File: src/rtl/mem_access_unit.sv
// rtl/mem_access_unit.sv - instruction fetch / data load-store sequencer toward a req/ack memory port
// Latches the access at start, aligns byte lanes little-endian, and bounds the ack wait with TIMEOUT.
module mem_access_unit #(
  parameter int TIMEOUT = 255
) (
  input  logic        clk,
  input  logic        rstn,
  input  logic        start,
  input  logic        IRWr,
  input  logic        IorD,
  input  logic [5:0]  op,
  input  logic [31:0] pc,
  input  logic [31:0] addr,
  input  logic [31:0] wdata,
  output logic        m_req,
  output logic        m_we,
  output logic [31:0] m_addr,
  output logic [3:0]  m_be,
  output logic [31:0] m_wdata,
  input  logic [31:0] m_rdata,
  input  logic        m_ack,
  output logic [31:0] IR,
  output logic [31:0] MDR,
  output logic        busy,
  output logic        done,
  output logic        err
);

  localparam int CW = $clog2(TIMEOUT + 1);

  typedef enum logic [2:0] {IDLE, IFETCH, DLOAD, DSTORE, FINISH} state_t;

  state_t         state, state_nx;
  logic [1:0]     size_q;
  logic           sext_q;
  logic [31:0]    addr_q;
  logic [31:0]    wdata_q;
  logic [CW-1:0]  wait_cnt;
  logic           err_q;

  logic           is_load, is_store, is_word, is_half, misalign;
  logic           accept, reject, timeout;
  logic [31:0]    start_addr, lane, load_val;

  // op[1:0] encodes size (00 byte, 01 half, 11 word); op[2] clear means sign-extend
  always_comb begin
    is_load    = op inside {6'h20, 6'h21, 6'h23, 6'h24, 6'h25};
    is_store   = op inside {6'h28, 6'h29, 6'h2B};
    is_word    = (op[1:0] == 2'b11);
    is_half    = (op[1:0] == 2'b01);
    start_addr = IRWr ? pc : addr;
    if (IRWr || is_word) misalign = |start_addr[1:0];
    else if (is_half)    misalign = start_addr[0];
    else                 misalign = 1'b0;
    accept = start && (state == IDLE) && !misalign &&
             (IRWr || (IorD && (is_load || is_store)));
    reject = start && (state == IDLE) && !accept;
  end

  always_ff @(posedge clk or negedge rstn) begin
    if (!rstn) state <= IDLE;
    else       state <= state_nx;
  end

  always_comb begin
    state_nx = state;
    timeout  = 1'b0;
    case (state)
      IDLE: begin
        if (accept) begin
          if (IRWr)         state_nx = IFETCH;
          else if (is_load) state_nx = DLOAD;
          else              state_nx = DSTORE;
        end
      end
      IFETCH, DLOAD, DSTORE: begin
        if (m_ack) begin
          state_nx = FINISH;
        end else if (wait_cnt == CW'(TIMEOUT - 1)) begin
          timeout  = 1'b1;
          state_nx = IDLE;
        end
      end
      FINISH:  state_nx = IDLE;
      default: state_nx = IDLE;
    endcase
  end

  always_comb begin
    m_req   = (state == IFETCH) || (state == DLOAD) || (state == DSTORE);
    m_we    = (state == DSTORE);
    busy    = (state != IDLE);
    done    = (state == FINISH);
    err     = err_q;
    m_addr  = {addr_q[31:2], 2'b00};
    m_be    = 4'b0000;
    m_wdata = 32'h0;
    if (state == DSTORE) begin
      case (size_q)
        2'b00: begin
          m_be    = 4'b0001 << addr_q[1:0];
          m_wdata = {4{wdata_q[7:0]}};
        end
        2'b01: begin
          m_be    = addr_q[1] ? 4'b1100 : 4'b0011;
          m_wdata = {2{wdata_q[15:0]}};
        end
        default: begin
          m_be    = 4'b1111;
          m_wdata = wdata_q;
        end
      endcase
    end
  end

  always_comb begin
    lane = m_rdata >> {addr_q[1:0], 3'b000};
    case (size_q)
      2'b00:   load_val = {{24{sext_q & lane[7]}}, lane[7:0]};
      2'b01:   load_val = {{16{sext_q & lane[15]}}, lane[15:0]};
      default: load_val = m_rdata;
    endcase
  end

  always_ff @(posedge clk or negedge rstn) begin
    if (!rstn) begin
      size_q   <= 2'b00;
      sext_q   <= 1'b0;
      addr_q   <= 32'h0;
      wdata_q  <= 32'h0;
      wait_cnt <= '0;
      err_q    <= 1'b0;
      IR       <= 32'h0;
      MDR      <= 32'h0;
    end else begin
      err_q <= reject || timeout;
      if (accept) begin
        size_q   <= op[1:0];
        sext_q   <= !op[2];
        addr_q   <= start_addr;
        wdata_q  <= wdata;
        wait_cnt <= '0;
      end else if (m_req && !m_ack) begin
        wait_cnt <= wait_cnt + 1'b1;
      end
      if (state == IFETCH && m_ack) IR  <= m_rdata;
      if (state == DLOAD && m_ack)  MDR <= load_val;
    end
  end

endmodule

File: config.mk
export PLATFORM = sky130hd
export DESIGN_NAME = mem_access_unit
export DESIGN_NICKNAME = d
export VERILOG_FILES = /design/src/rtl/mem_access_unit.sv
export SDC_FILE = /design/constraint.sdc
export NUM_CORES = 1
export LEC_CHECK = 0
export BUFFER_PORTS_ARGS = -buffer_cell sky130_fd_sc_hd__buf_2
export CORE_MARGIN = 5
export CORE_UTILIZATION = 50
export DETAILED_ROUTE_END_ITERATION = 16
export GPL_ROUTABILITY_DRIVEN = 1
export PLACE_DENSITY = 0.91
export SLEW_MARGIN = 40
export SYNTH_ARGS = -nofsm -noshare
export SYNTH_HDL_FRONTEND = slang
export SYNTH_SLANG_ARGS = --single-unit
File: constraint.sdc
create_clock -name clk -period 2 [get_ports clk]
set_input_delay 0.1 -clock clk [delete_from_list [all_inputs] [get_ports clk]]
set_output_delay 0.1 -clock clk [all_outputs]
set_load 0.05 [all_outputs]
After elaboration in Yosys (flattened, before gate mapping)
Index checks and enable logic that the tools add are counted.

operators by class
  muxes and demuxes = 20
  equality and inequality tests = 18
  bitwise operators = 2
  shifts and indexed selects = 2
  add/subtract/negate cells = 1
  reductions and logical operators = 27

operators with widths
  cell                                              count
  one-hot mux 32 bit (2 select lines)               2
  2-to-1 mux 32 bit                                 2
  == test 6 bit (second input constant)             8
  right shift 32 x 5 -> 16 bit                      1
  2-to-1 mux 8 bit                                  2
  2-to-1 mux 3 bit                                  3
  adder 8 x 1 -> 8 bit (second input constant)      1
  == test 8 bit (second input constant)             1
  logical AND 1 bit                                 8
  2-to-1 mux 4 bit                                  2
  one-hot mux 4 bit (2 select lines)                1
  == test 3 x 2 -> 1 bit (second input constant)    2
  logical OR 1 bit                                  6
  2-to-1 mux 1 bit                                  6
  one-hot mux 3 bit (2 select lines)                1
  nonzero test 3 bit                                2
  nonzero test 5 bit                                1
  == test 2 x 1 -> 1 bit (second input constant)    2
  zero test 1 bit                                   4
  left shift 1 x 2 -> 4 bit (first input constant)  1
  == test 3 x 1 -> 1 bit (second input constant)    1
  == test 3 bit (second input constant)             1
  zero test 3 bit                                   1
  != test 3 bit (second input constant)             1
  other kinds (9)                                   10

word-level totals
  input port bits = 140
  logic and storage cells = 79
  flip-flop bits (word level) = 143
  output and inout bits = 137

Depth between registers and ports, before layout
Gate-level depths: netlist of run 1.

  word-level depth = 9
  depth in mapped cells = 7
  gate-level depth less buffers = 6

Least setup slack after synthesis of run 1
Ideal clock, no wire load.

  path type = register -> output
  from = reg size_q[1]
  to = out m_wdata[10]
  required time = 1,900 ps
  path buffers = 2
  path slack = 83 ps
  cell stages (with the launch flop) = 7
  data arrival time = 1,817 ps
  cells stage by stage = dfrtp_1 -> clkbuf_1 -> inv_1 -> clkbuf_1 -> nand2_1 -> nand2_1 -> a21oi_1

between the ends
  cells in the longest elaborated chain, start to end = 3
  elaborated cells on any way between the ends = 4

ends and longest elaborated chain
  what                                                              line  RTL
  from (decl)                                                       34    logic [1:0] size_q;
  from (signal assigned)                                            138   size_q <= op[1:0];
  == test 2 x 1 -> 1 bit / zero test 2 bit (equally long branches)  99    case (size_q)
  one-hot mux 32 bit (2 select lines) *                             99
  2-to-1 mux 32 bit *                                               98    if (state == DSTORE) begin
  to (decl)                                                         19    output logic [31:0] m_wdata,

Mark *: on every way between the ends. The rest lies on a longest branch, timed or not.

Worst setup path in the final report of run 1
  from = reg size_q[0]
  to = out m_wdata[9]

The elaborated chain is that of the path after synthesis.

==> impl_metrics.csv, run 1 <==
group,metric,value,unit
run_status,status,"complete, but fails checks",
run_status,violations,"setup timing",
critical_path,cp-end-kind,"output pin",
routing,drtPass1Iterations,6,
global_routing,grt_max_degree,56,
timing,final.setup.tns,-0.154,ns
critical_path,r2r_setup_slack,0.13,ns
min_path,hold_class,"primary input to flop",
finish,drive_gt1_share,42.7,%
yosys,yosys_warnings,0,
clocking,cts_tree,"yes",
global_routing,grt_usage,32.6,%
placed_design,gp_congestion,0.903,
yosys,synth_edf_count,0,
timing,skew,0.0157,ns
clocking,clock_path_buffers,2,
critical_path,cp_cell_sequence,"buf_12 > nor2_1 > buf_4 > nand2_1 > a21oi_2 > buf_4",
timing,min_period,2.10,ns
routing,via_per_inst,6.16,
yosys,synth_top_flop_cell,"dfrtp_1",
global_routing,gr-total-overflow,0,
finish,final_cell_count_no_fill,1224,
clocking,clkLatencyLatePin,0.44,ns
finish,nFillCells,794,
floorplanning,die_h,130,µm
critical_path,r2r_start,"state[2]$_DFFE_PN0P_",
critical_path,crit_top_cell,"buf_4",
floorplanning,ios,277,
routing,postRouteAntennaNets,0,
yosys,synth_top_family_by_area,"compound AO/OA/AOI/OAI gates",
timing,whs,0.00473,ns
timing,tightestPinTransition,0.565,ns
yosys,synthDistinctLibCells,54,
finish,area_growth,47.3,%
finish,final_nets,1160,
critical_path,critPathSlowestCell,"dfrtp_2",
routing,drtIter0Drc,878,
yosys,netlist_area,7200,µm²
clocking,cts_sinks,143,
power_and_ir_drop,total_power,12.3,mW
critical_path,cpPeakStageDelay,0.44,ns
placed_design,dp.cells,1070,
yosys,synthSimpleGateAreaFrac,12.2,%
floorplanning,rows,43,
critical_path,worstRegToRegCells,5,
yosys,postSynthAreaPerCell,10.8,µm²
power_and_ir_drop,p_leak,5.29,nW
yosys,synth_xor_area_share,0.851,%
clocking,cts.reportedPaths.clkPinSlew,0.06,ns
routing,post_drt_wl_per_cell,24.0,µm
global_routing,grt_pass1_wl,42100,µm
timing,post-route-period-util,105,%
floorplanning,die_w,130,µm
critical_path,critical_path_arrival,2.00,ns
min_path,hold_start,"pc[24]",
power_and_ir_drop,power_density,1160,nW/µm²
critical_path,r2r_end,"addr_q[28]$_DFFE_PN0N_",
global_routing,grt_pass1_vias,7805,
routing,finalWirelength,29300,µm
timing,slew_headroom,62.2,%
clocking,cts_buffers,17,
timing,drv_slew,0,
yosys,syn_inst,667,
min_path,worstHoldEndpoint,"addr_q[24]$_DFFE_PN0N_",
yosys,synth-seq-area-share,49.7,%
critical_path,critPathKind,"flop to output pin",
floorplanning,coreArea,14000,µm²
global_routing,antenna_found_initial,6,
timing,worst_slack,-0.104,ns
critical_path,path_max_fanout,8,
min_path,hold_depth,3,
yosys,synth_compound_area_share,15.3,%
placed_design,place.port_buffers,274,
yosys,synthAdderAreaFrac,0.347,%
clocking,cts_max_level,4,
critical_path,required,1.90,ns
yosys,synth-seq-cells,143,
flow_run,drv_cap,0,
timing,clock.fmax,0.475,GHz
yosys,synthMuxAreaShare,14.3,%
routing,dr_total_vias,7534,
floorplanning,initial_core_util,51.5,%
timing,hold_viol_final,0,
critical_path,cp-start-kind,"flop",
power_and_ir_drop,ir_worst_vdd,0.704,mV
clocking,cts_root_buf,"clkbuf_16",
routing,drcViolationCount,0,
placed_design,hpwlAfterDp,16500,µm
floorplanning,die_area,16900,µm²
timing,setup_viol,4,
yosys,postSynth.asyncResetShare,100,%
==> flip-flops by register name, summed over array words and instances, names as in the netlist <==
signal,count
addr_q,32
size_q,2
sext_q,1
err,1
wait_cnt,8
wdata_q,32
IR,32
MDR,32
state,3
==> cell usage after synthesis, types with 7 or more instances <==
library cell	instances	share of area, %
buf_4	32	3.3
and2_1	12	1.0
a22oi_1	8	0.83
mux2_2	70	11
xnor2_1	7	0.85
inv_1	10	0.52
a21oi_1	51	3.5
nor2b_1	7	0.61
mux2i_1	21	2.9
clkbuf_1	25	1.3
dfrtp_1	143	50
nor3_1	11	0.76
buf_2	16	1.1
a221o_1	31	4.3
o21ai_0	28	1.9
and3_1	31	2.7
nand2_1	27	1.4
o21a_1	9	0.94
nor2_1	55	2.9
==> placed cells by master (no fill, tap or decap), drive strengths merged, types with 4 or more instances in the layout <==
cell type / n
a21oi: 51
a221o: 31
a222oi: 5
a22o: 4
a22oi: 8
a31oi: 4
and2: 12
and3: 31
buf: 303
bufinv: 4
clkbuf: 25
dfrtp: 143
diode: 13
dlygate4sd3: 103
inv: 15
mux2: 71
mux2i: 21
nand2: 28
nand3: 5
nand3b: 4
nor2: 55
nor2b: 7
nor3: 12
o211ai: 5
o21a: 9
o21ai: 28
xnor2: 7
==> layout make-up <==
cell class	count	area [µm²]	area share, %
diodes	13	32.5	0.307
clock buffers	18	439	4.14
clock inverters	14	205	1.93
inverters	10	40.0	0.377
multi-input cells	433	3190	30.1
flip-flops and latches	143	3580	33.7
well taps	180	225	2.12
repair buffers	413	2900	27.3
==> what timing repair did <==
item / CTS / global route
endpoints found under the hold margin: 234 / 0
setup buffers: 2 / 3
gates resized for setup: 24 / 39
hold buffers: 103 / 0
pin swaps: 0 / 0
gates cloned: 0 / 1
endpoints found under the setup margin: 27 / 38
==> critical path, delay by kind of cell (launching register included) <==
family | cells | cell delay, ns
AO/OA/AOI/OAI | 1 | 0.23
buffers and inverters | 3 | 0.62
flip-flops | 1 | 0.44
AND/OR/NAND/NOR | 2 | 0.28
==> cell families after synthesis <==
logic type      after synthesis
simple gates                170
compound gates              159
flops                       143
mux                          93
buf+inv                      92
xor+xnor                      7
fa+ha+maj                     2
other cells                   1
==> routing by layer <==
metal | part of all wire [%] | vias up | global-route usage (%)
met5 | 0 | - | 0
met4 | 7.5 | 0 | 22.7
met3 | 11 | 183 | 9.62
met2 | 49 | 655 | 55.5
met1 | 32 | 3592 | 34.7
li1 | - | 3104 | -
==> metrics by stage <==
step	util, %	worst slack, ns	cell area (µm²)
2_1_floorplan	-	0.0830	7210
3_3_place_gp	62.1	0.251	8690
3_5_place_dp	62.1	0.196	8690
4_1_cts	74.7	-0.00507	10400
5_1_grt	75.7	-0.107	10600
6_report	75.8	-0.104	10600
==> how the worst max path moves through the flow <==
| stage | to | slack, ns | startpoint |
|---|---|---|---|
| final | m_wdata[9] | -0.10 | size_q[0]$_DFFE_PN0N_ |
| after global routing | m_wdata[9] | -0.11 | size_q[0]$_DFFE_PN0N_ |
| after CTS | m_wdata[18] | -0.005 | state[2]$_DFFE_PN0P_ |
| after detailed placement | addr_q[26]$_DFFE_PN0N_ | 0.20 | op[4] |
| after global placement | addr_q[26]$_DFFE_PN0N_ | 0.25 | state[2]$_DFFE_PN0P_ |
| after floorplan | m_wdata[10] | 0.08 | size_q[1]$_DFFE_PN0N_ |
==> where the power goes <==
group	internal, mW	switching (mW)	total (mW)
sequential	3.60	0.537	4.14
clock	2.15	1.37	3.52
combinational	1.49	3.14	4.63
total	7.23	5.05	12.3
Power figures use the tool's default switching activity.
==> run 2: changes to the inputs <==
Settings changed: SETUP_SLACK_MARGIN set to 0.02.
==> impl_metrics.csv, run 2 (same netlist as run 1, synthesis figures left out) <==
group,metric,value,unit
timing,clock.fmax,0.482,GHz
finish,final_common_cell,"buf_2",
routing,drcViolationCount,0,
clocking,cts_root_buf,"clkbuf_16",
clocking,cts_tree,"yes",
critical_path,cp-start-kind,"flop",
finish,final_cell_count_no_fill,1218,
clocking,cts_buffers,17,
timing,min_period,2.07,ns
critical_path,cpPeakStageDelay,0.41,ns
global_routing,antenna_found_initial,7,
timing,worst_slack,-0.0741,ns
critical_path,worstRegToRegCells,5,
min_path,hold_depth,3,
floorplanning,die_h,130,µm
critical_path,crit_end,"m_be[1]",
routing,met2_length,14900,µm
floorplanning,initial_core_util,51.5,%
routing,wl_met1,9780,µm
power_and_ir_drop,total_power,12.4,mW
floorplanning,coreArea,14000,µm²
routing,drtIter0Drc,934,
clocking,cts.reportedPaths.clkPinSlew,0.06,ns
critical_path,critical_path_arrival,1.97,ns
timing,rsz0062_at_grt,"yes",
critical_path,critPathKind,"flop to output pin",
timing,skew,0.0140,ns
routing,finalWirelength,30700,µm
routing,drtPass1Iterations,7,
global_routing,grt_max_degree,56,
critical_path,cp_cell_sequence,"buf_6 > nand3b_1 > buf_4 > buf_4 > a21oi_1 > buf_4",
power_and_ir_drop,p_leak,5.29,nW
placed_design,place.port_buffers,274,
finish,area_growth,48.6,%
clocking,clock_path_buffers,2,
floorplanning,die_area,16900,µm²
routing,via_per_inst,6.26,
global_routing,grt_pass1_wl,43100,µm
min_path,hold_class,"primary input to flop",
critical_path,r2r_setup_slack,0.11,ns
power_and_ir_drop,power_density,1160,nW/µm²
global_routing,grt_usage,33.7,%
finish,fin_area,10700,µm²
floorplanning,ios,277,
critical_path,crit_top_cell,"buf_4",
critical_path,path_max_fanout,7,
finish,layout_common_cells,"buf_2, dfrtp_1, dlygate4sd3_1",
floorplanning,die_w,130,µm
clocking,cts_sinks,143,
placed_design,dp.cells,1070,
finish,final_nets,1159,
flow_run,drv_cap,0,
routing,route.met3.wl,3610,µm
critical_path,cp-end-kind,"output pin",
routing,dr_total_vias,7621,
critical_path,required,1.90,ns
global_routing,grt_pass1_vias,7761,
critical_path,r2r_start,"state[2]$_DFFE_PN0P_",
routing,postRouteAntennaNets,0,
critical_path,r2r_end,"addr_q[28]$_DFFE_PN0N_",
critical_path,critPathSlowestCell,"dfrtp_1",
critical_path,critPathLaunch,"state[2]$_DFFE_PN0P_",
timing,post-route-period-util,104,%
finish,fin_util,76.5,%
placed_design,hpwlAfterDp,16500,µm
timing,setup_viol,6,
timing,tightestPinTransition,0.556,ns
run_status,violations,"setup timing",
placed_design,gp_congestion,0.903,
clocking,cts_max_level,4,
timing,hold_viol_final,0,
routing,highest_layer,"met5",
timing,drv_slew,0,
floorplanning,rows,43,
finish,nFillCells,797,
finish,drive_gt1_share,43.9,%
run_status,status,"complete, but fails checks",
routing,post_drt_wl_per_cell,25.2,µm
global_routing,gr-total-overflow,0,
timing,slew_headroom,62.9,%
placed_design,place_area,8690,µm²
power_and_ir_drop,ir_worst_vdd,0.786,mV
clocking,clkLatencyLatePin,0.43,ns
-- run 2: changes by cell type in the layout (fill, tap and decap cells not counted), sizes merged --
cell / change
diode: -5
buf: -2
clkbuf: +1
-- run 2: power by group --
group / internal [mW] / leakage [nW] / switching [mW]
clock: 2.15 / 0.307 / 1.36
combinational: 1.49 / 3.19 / 3.22
sequential: 3.60 / 1.79 / 0.581
-- run 2: how the worst min path moves through the flow --
stage,to,slack (ns),from
floorplan,IR[0]$_DFFE_PN0P_,-0.20,rstn
global placement,IR[1]$_DFFE_PN0P_,0.02,rstn
detailed placement,MDR[3]$_DFFE_PN0P_,0.02,rstn
CTS,addr_q[8]$_DFFE_PN0N_,0.0003,pc[8]
global route,IR[28]$_DFFE_PN0P_,0.005,m_rdata[28]
finish,addr_q[24]$_DFFE_PN0N_,0.01,pc[24]
-- run 2: what timing repair did --
item,CTS,global route
resized for setup,34,60
setup buffers,2,2
hold endpoints to repair,234,0
endpoints found under the setup margin,30,36
cloned,0,1
hold buffers,103,0
-- run 2: layer usage --
| metal | vias to the layer above | GRT usage (%) |
|---|---|---|
| li1 | 3095 | - |
| met1 | 3609 | 36.1 |
| met2 | 708 | 57.1 |
| met3 | 207 | 10.8 |
| met4 | 2 | 21.9 |
| met5 | - | 0 |
-- run 2: worst max-delay path: cells and delay by family (launching register included) --
family                 cells  cell delay, ns
buffers and inverters      4            0.77
flip-flops                 1            0.41
AO/OA/AOI/OAI              1            0.21
AND/OR/NAND/NOR            1            0.15
-- run 2: per-stage QoR --
stage | hold slack, ns | worst slack (ns) | setup TNS, ns
6_report | 0.0118 | -0.0741 | -0.125
5_1_grt | 0.00548 | -0.112 | -0.945
4_1_cts | 0.000325 | 0.00200 | 0
3_5_place_dp | 0.0223 | 0.196 | 0
3_3_place_gp | 0.0225 | 0.251 | 0
2_1_floorplan | -0.196 | 0.0830 | 0
-- run 2: cell type report --
cell class / count / area, µm² / share of cell area (%)
Inverter: 10 / 40.0 / 0.374
Clock buffer: 18 / 439 / 4.10
Timing Repair Buffer: 412 / 2940 / 27.4
Clock inverter: 14 / 205 / 1.92
Tap cell: 180 / 225 / 2.10
Antenna cell: 8 / 20.0 / 0.187
Sequential cell: 143 / 3580 / 33.5
Multi-Input combinational cell: 433 / 3260 / 30.4
